==> config.mk <==
export PLATFORM = sky130hd
export DESIGN_NAME = abs_diff_err_monitor
export DESIGN_NICKNAME = d
export VERILOG_FILES = /design/src/rtl/abs_diff_eval_pkg.sv /design/src/rtl/abs_diff_valid_pipe.sv /design/src/rtl/abs_diff_err_monitor.sv
export SDC_FILE = /design/constraint.sdc
export NUM_CORES = 1
export LEC_CHECK = 0
export ABC_AREA = 1
export CAP_MARGIN = 15
export CORE_MARGIN = 2
export CORE_UTILIZATION = 51
export CTS_CLUSTER_SIZE = 8
export DETAILED_ROUTE_END_ITERATION = 8
export PLACE_DENSITY = 0.8
export SYNTH_ARGS = -nofsm -noshare
export SYNTH_HDL_FRONTEND = slang
export SYNTH_SLANG_ARGS = --single-unit
==> constraint.sdc <==
create_clock -name clk -period 2 [get_ports clk]
set_input_delay 0.4 -clock clk [delete_from_list [all_inputs] [get_ports clk]]
set_output_delay 0.4 -clock clk [all_outputs]
set_load 0.05 [all_outputs]
==> src/rtl/abs_diff_eval_pkg.sv <==
// Shared types and helpers for the abs_diff evaluation harness.
//   state_e  : sweep controller states
//   ABS_W    : working width of the absolute-difference helper
//   abs_diff : unsigned |a - b|; callers zero-extend operands into ABS_W bits
//              and cast the result back to their own width.
package abs_diff_eval_pkg;

    typedef enum logic [2:0] {
        IDLE  = 3'd0,
        SWEEP = 3'd1,
        DRAIN = 3'd2,
        CHECK = 3'd3,
        DONE  = 3'd4
    } state_e;

    localparam int ABS_W = 16;

    // One extra bit on the difference carries the sign of a - b.
    function automatic logic [ABS_W-1:0] abs_diff(input logic [ABS_W-1:0] a,
                                                  input logic [ABS_W-1:0] b);
        logic [ABS_W:0] diff;
        diff = {1'b0, a} - {1'b0, b};
        if (diff[ABS_W]) begin
            abs_diff = b - a;
        end else begin
            abs_diff = diff[ABS_W-1:0];
        end
    endfunction

endpackage

==> src/rtl/abs_diff_valid_pipe.sv <==
// Delays the stimulus-valid bit by DUT_LAT cycles so it lines up with the
// responses of a DUT that has DUT_LAT cycles of latency.
//   clk, rst : clock, asynchronous active-high reset (flushes the line)
//   valid_i  : valid bit launched with the stimulus
//   valid_o  : valid bit aligned to the DUT responses
// DUT_LAT = 0 is a plain combinational pass-through.
module abs_diff_valid_pipe #(
    parameter int DUT_LAT = 0
) (
    input  logic clk,
    input  logic rst,
    input  logic valid_i,
    output logic valid_o
);

    generate
        if (DUT_LAT == 0) begin : g_bypass
            assign valid_o = valid_i;
        end else begin : g_shift
            logic [DUT_LAT-1:0] shift_q;

            // Shift the valid bit one stage per cycle.
            always_ff @(posedge clk or posedge rst) begin
                if (rst) begin
                    shift_q <= '0;
                end else begin
                    shift_q[0] <= valid_i;
                    for (int i = 1; i < DUT_LAT; i++) begin
                        shift_q[i] <= shift_q[i-1];
                    end
                end
            end

            assign valid_o = shift_q[DUT_LAT-1];
        end
    endgenerate

endmodule

==> src/rtl/abs_diff_err_monitor.sv <==
// Exhaustive evaluation harness for an approximate abs_diff circuit.
// Sweeps every input vector 0 .. 2^IN_W-1 into an exact and an approximate
// DUT, compares their responses and reports worst-case error, the number of
// vectors whose error exceeds ET, and a pass flag.
//   clk, rst   : clock, asynchronous active-high reset
//   start      : begin a sweep (only honoured in IDLE or DONE)
//   stim       : vector driven to both DUTs
//   stim_valid : stim is a live sweep vector
//   exact_in   : exact DUT response
//   approx_in  : approximate DUT response
//   busy       : high in SWEEP and DRAIN
//   done       : level, high in DONE
//   max_err    : largest |exact - approx| this sweep
//   viol_cnt   : number of vectors with error > ET
//   pass       : viol_cnt == 0, meaningful while done is high
//   err_sum    : sum of all errors; only built when ABS_DIFF_ERR_SUM_EN is
//                defined, otherwise tied to zero
module abs_diff_err_monitor
    import abs_diff_eval_pkg::*;
#(
    parameter int IN_W    = 4,
    parameter int OUT_W   = 3,
    parameter int ET      = 2,
    parameter int DUT_LAT = 0
) (
    input  logic                  clk,
    input  logic                  rst,
    input  logic                  start,
    output logic [IN_W-1:0]       stim,
    output logic                  stim_valid,
    input  logic [OUT_W-1:0]      exact_in,
    input  logic [OUT_W-1:0]      approx_in,
    output logic                  busy,
    output logic                  done,
    output logic [OUT_W-1:0]      max_err,
    output logic [IN_W:0]         viol_cnt,
    output logic                  pass,
    output logic [IN_W+OUT_W-1:0] err_sum
);

    localparam int NUM_VEC = 2**IN_W;
    // Counter is one bit wider than stim so the terminal value never wraps.
    localparam logic [IN_W:0] LAST_VEC   = (IN_W+1)'(NUM_VEC - 1);
    // Only reachable when DUT_LAT > 0.
    localparam logic [2:0]    DRAIN_LAST = 3'(DUT_LAT - 1);

    state_e          state_q;
    logic [IN_W:0]   stim_cnt_q;
    logic [2:0]      drain_cnt_q;
    logic            stim_valid_q;
    logic            busy_q;
    logic            done_q;
    logic            pass_q;
    logic [OUT_W-1:0] max_err_q;
    logic [OUT_W-1:0] max_err_d;
    logic [IN_W:0]   viol_cnt_q;
    logic [IN_W:0]   viol_cnt_d;
    logic [OUT_W-1:0] err_s;
    logic            rsp_valid_s;
    logic            start_ok_s;

    abs_diff_valid_pipe #(
        .DUT_LAT(DUT_LAT)
    ) u_valid_pipe (
        .clk     (clk),
        .rst     (rst),
        .valid_i (stim_valid_q),
        .valid_o (rsp_valid_s)
    );

    assign start_ok_s = start && ((state_q == IDLE) || (state_q == DONE));
    assign err_s      = OUT_W'(abs_diff(ABS_W'(exact_in), ABS_W'(approx_in)));

    // Next statistic values for an aligned response.
    always_comb begin
        max_err_d  = max_err_q;
        viol_cnt_d = viol_cnt_q;
        if (rsp_valid_s) begin
            if (err_s > max_err_q) begin
                max_err_d = err_s;
            end else begin
                max_err_d = max_err_q;
            end
            if (32'(err_s) > ET) begin
                viol_cnt_d = viol_cnt_q + (IN_W+1)'(1);
            end else begin
                viol_cnt_d = viol_cnt_q;
            end
        end else begin
            max_err_d  = max_err_q;
            viol_cnt_d = viol_cnt_q;
        end
    end

    // Sweep controller, statistic registers and registered status outputs.
    always_ff @(posedge clk or posedge rst) begin
        if (rst) begin
            state_q      <= IDLE;
            stim_cnt_q   <= '0;
            drain_cnt_q  <= 3'd0;
            stim_valid_q <= 1'b0;
            busy_q       <= 1'b0;
            done_q       <= 1'b0;
            pass_q       <= 1'b0;
            max_err_q    <= '0;
            viol_cnt_q   <= '0;
        end else begin
            max_err_q  <= max_err_d;
            viol_cnt_q <= viol_cnt_d;
            case (state_q)
                IDLE, DONE: begin
                    if (start) begin
                        state_q      <= SWEEP;
                        stim_cnt_q   <= '0;
                        stim_valid_q <= 1'b1;
                        busy_q       <= 1'b1;
                        done_q       <= 1'b0;
                        pass_q       <= 1'b0;
                        max_err_q    <= '0;
                        viol_cnt_q   <= '0;
                    end
                end
                SWEEP: begin
                    if (stim_cnt_q == LAST_VEC) begin
                        stim_valid_q <= 1'b0;
                        drain_cnt_q  <= 3'd0;
                        if (DUT_LAT > 0) begin
                            state_q <= DRAIN;
                        end else begin
                            state_q <= CHECK;
                            busy_q  <= 1'b0;
                        end
                    end else begin
                        stim_cnt_q <= stim_cnt_q + (IN_W+1)'(1);
                    end
                end
                DRAIN: begin
                    if (drain_cnt_q == DRAIN_LAST) begin
                        state_q <= CHECK;
                        busy_q  <= 1'b0;
                    end else begin
                        drain_cnt_q <= drain_cnt_q + 3'd1;
                    end
                end
                CHECK: begin
                    // Last response was absorbed on the edge into CHECK.
                    state_q <= DONE;
                    done_q  <= 1'b1;
                    pass_q  <= (viol_cnt_q == '0);
                end
                default: begin
                    state_q <= IDLE;
                end
            endcase
        end
    end

`ifdef ABS_DIFF_ERR_SUM_EN
    logic [IN_W+OUT_W-1:0] err_sum_q;

    // Error accumulator; wide enough for NUM_VEC maximal errors.
    always_ff @(posedge clk or posedge rst) begin
        if (rst) begin
            err_sum_q <= '0;
        end else if (start_ok_s) begin
            err_sum_q <= '0;
        end else if (rsp_valid_s) begin
            err_sum_q <= err_sum_q + (IN_W+OUT_W)'(err_s);
        end
    end

    assign err_sum = err_sum_q;
`else
    assign err_sum = '0;
`endif

    assign stim       = stim_cnt_q[IN_W-1:0];
    assign stim_valid = stim_valid_q;
    assign busy       = busy_q;
    assign done       = done_q;
    assign max_err    = max_err_q;
    assign viol_cnt   = viol_cnt_q;
    assign pass       = pass_q;

endmodule

==> flow_summary_export.csv <==
group,metric,value,unit
synth,synth-edff-count,0,
cts,clkLatencyLatePin,310,ps
worst_setup_path,reg2reg_depth,10,
power,clkPwrFrac,0.073,
cells_and_area,nets,252,
global_route,grt_first_pass_wirelength,5589,um
die,num_rows,19,
routing,routed_wl,3348,um
worst_setup_path,cp_num_cells,14,
worst_setup_path,cp_cell_sequence,"buf_12 -> inv_12 -> ha_4 -> inv_2 -> fa_2 -> inv_2 -> nand3_2 -> and2_4 -> ha_4 -> nand2_4 -> o21ai_4 -> nand3_4 -> o21ai_2 -> a21oi_1",
synth,async_reset_ff_frac,1.000,
worst_setup_path,cp_num_buf_inv,4,
routing,ant_nets,0,
synth,yosysMostFrequentCell,"inv_1",
worst_setup_path,cpPeakStageDelay,430,ps
outcome,failed_checks,"DRC, setup timing",
cells_and_area,syn2layout_area_growth,34.70,%
global_route,grt_max_degree,24,
worst_hold_path,hold_path.class,"primary input to asynchronous set/reset pin",
synth,ys_warn_count,0,
worst_setup_path,critPathCaptureType,"register",
sta,skew,8.646,ps
global_route,grt_pass1_vias,1397,
synth,synth_area_leaders,"dfrtp_1, ha_1, inv_1",
routing,viasPerCell,5.253,
cts,cts_buffers,3,
worst_setup_path,crit_fanout,4,
die,dieWidth,58.76,um
sta,period_minus_slack,2106,ps
sta,slew_viol_final,0,
cells_and_area,design_area,0.002059,sq mm
global_route,grt.total_usage,0.2119,
synth,netlist_area,0.001529,sq mm
die,start_util,0.5450,
sta,finalHoldViolations,0,
placed_design,numPortBuffers,24,
synth,synth_cells,192,
power,power_leakage,1.105,nW
cells_and_area,drive_gt1_frac,0.2832,
sta,fin_crit_sh,1.053,
sta,setup_slack,-106.5,ps
worst_setup_path,slowest_stage,"fa_2",
power,p_int,1.444,mW
cts,cts.clk_slew.worst_paths,130,ps
power,combPwrFrac,0.670,
die,die_area,0.003452,sq mm
die,die_h,58.76,um
routing,first_pass_iters,6,
worst_setup_path,arrival,2310,ps
power,power.density,1450,mW/mm^2
worst_setup_path,crit_path_start_kind,"primary input",
worst_setup_path,crit_required,2210,ps
global_route,antenna_found_initial,0,
placed_design,placed_cell_area,0.001876,sq mm
cts,cts.htree.levels,1,
worst_setup_path,cpLargestDelayFamily,"adder cells",
routing,drtIter0Drc,34,
sta,worst_slew_pin_slew,501.7,ps
routing,avgRoutedWirePerCell,13.03,um
power,power.switching,1.542,mW
placed_design,dpl_worst_slack,-1013,ps
die,ios,32,
sta,finalSetupViolations,3,
routing,via_count,1350,
power,sw_frac_of_total,0.5165,
synth,ys_seq_area_frac,0.3764,
synth,syn_avg_cell_area,7.963,sq um
placed_design,globalplace.congestion,0.7772,
sta,clock.fmax,474.7,MHz
outcome,outcome,"finished with violations",
synth,synth_seq_cells,23,
cts,cts_tree,"built",
cts,cts_num_sinks,23,
power,pwr-share-seq,0.257,
cts,clock_path_buffers,2,
cells_and_area,antenna_cells,0,
cts,clockRootBuffer,"clkbuf_4",
synth,synth_top_flop_cell,"dfrtp_1",
worst_setup_path,critPathKind,"primary input to register",
sta,rsz0062_at_grt,"true",
global_route,grt-ovfl-total,0,
die,core_area,0.002805,sq mm
power,ir_drop,0.0008949,V
synth,yosys.area.top_type,"dfrtp_1",
synth,synth_commonest_cells,"inv_1, nand2_1, dfrtp_1",
routing,drc_errors,3,
placed_design,dp_hpwl,2382,um
run,max_cap_viol_count,0,
synth,ys_types,26,
synth,synth_top_area_frac,0.3764,
sta,max_slew_margin,0.6650,
metrics by stage:
stage	setup TNS, ps	total power [mW]	hold WS (ps)	util	instances
global route	-691.4	3.218	428.6	0.7342	257
finish	-274.0	2.986	405.3	0.7342	257
floorplan	-475.1	2.048	401.9	-	198
CTS	-49.11	2.829	414.7	0.7074	254
detailed placement	-5443	2.513	476.1	0.6686	247
global placement	-4881	2.444	459.2	0.6686	247
layout make-up:
cell class	instances	area (sq um)
Clock buffer	4	26.28
Sequential cell	23	575.6
Multi-Input combinational cell	122	900.9
Timing Repair Buffer	37	352.8
Inverter	40	165.2
Fill cell	211	745.7
Tap cell	31	38.79
layout by cell type, fill, tap and decap left out, types with 4 or more instances in the layout:
master,netlist,final
nand3_1,20,17
nand2_1,29,26
clkdlybuf4s50_1,0,11
ha_1,14,9
ha_4,0,5
nand4_1,4,4
inv_2,4,10
nor2_1,15,13
o21ai_1,6,6
conb_1,1,7
o21ai_0,6,4
dfrtp_1,23,23
inv_1,36,28
buf_4,11,13
dlymetal6s2s_1,0,6
routing by layer:
metal  track usage  up-vias  part of all wire
li1              -      657                 -
met1        0.2352      639              0.40
met2        0.3810       48              0.52
met3       0.03956        6             0.053
met4        0.1104        0             0.024
met5             0        -                 0
sequential cells by signal, summed over array words and instances, names as in the netlist:
name and count:
stim_valid 1, done 1, busy 1, state_q 3, max_err 3, stim_cnt_q 5, viol_cnt 5, drain_cnt_q 3
pass 1
worst min-delay path, delay by kind of cell:
family	cells	cell delay [ps]
buffers and inverters	3	730
path summary, 6_finish.rpt:
check / from / end / slack, ps
setup / recovery: approx_in[0] / max_err[0] / -110
hold / removal: rst / stim_cnt_q[4] / 410
setup reg to reg: stim_cnt_q[0] / state_q[0] / 360
hold reg to reg: done / done / 510
max in group asynchronous: rst / pass / 1350
min in group clk: done / done / 510
cells by family (layout without fill, tap and decap cells):
kind of cell | after synthesis | after routing | share of synthesized area
simple gates | 77 | 77 | 0.2308
buf+inv | 53 | 81 | 0.1571
flops | 23 | 23 | 0.3764
compound gates | 20 | 20 | 0.08102
fa+ha+maj | 16 | 16 | 0.1408
xor+xnor | 2 | 2 | 0.01146
other cells | 1 | 7 | 0.002453
power by group through the flow:
| stage | registers, mW | logic (mW) | clock network, mW |
|---|---|---|---|
| 5_1_grt | 0.792 | 2.18 | 0.250 |
| 3_3_place_gp | 0.768 | 1.68 | 0 |
| 4_1_cts | 0.771 | 1.83 | 0.226 |
| 2_1_floorplan | 1.12 | 0.925 | 0 |
| 6_report | 0.767 | 2.00 | 0.219 |
| 3_5_place_dp | 0.780 | 1.73 | 0 |
repair_timing:
item / 4_1_cts / 5_1_grt
gates resized for setup: 37 / 18
hold buffers: 0 / 0
endpoints found under the setup margin: 8 / 12
setup buffers: 4 / 3
pin swaps: 14 / 6
Note: power is estimated with default switching activity, not from simulation.
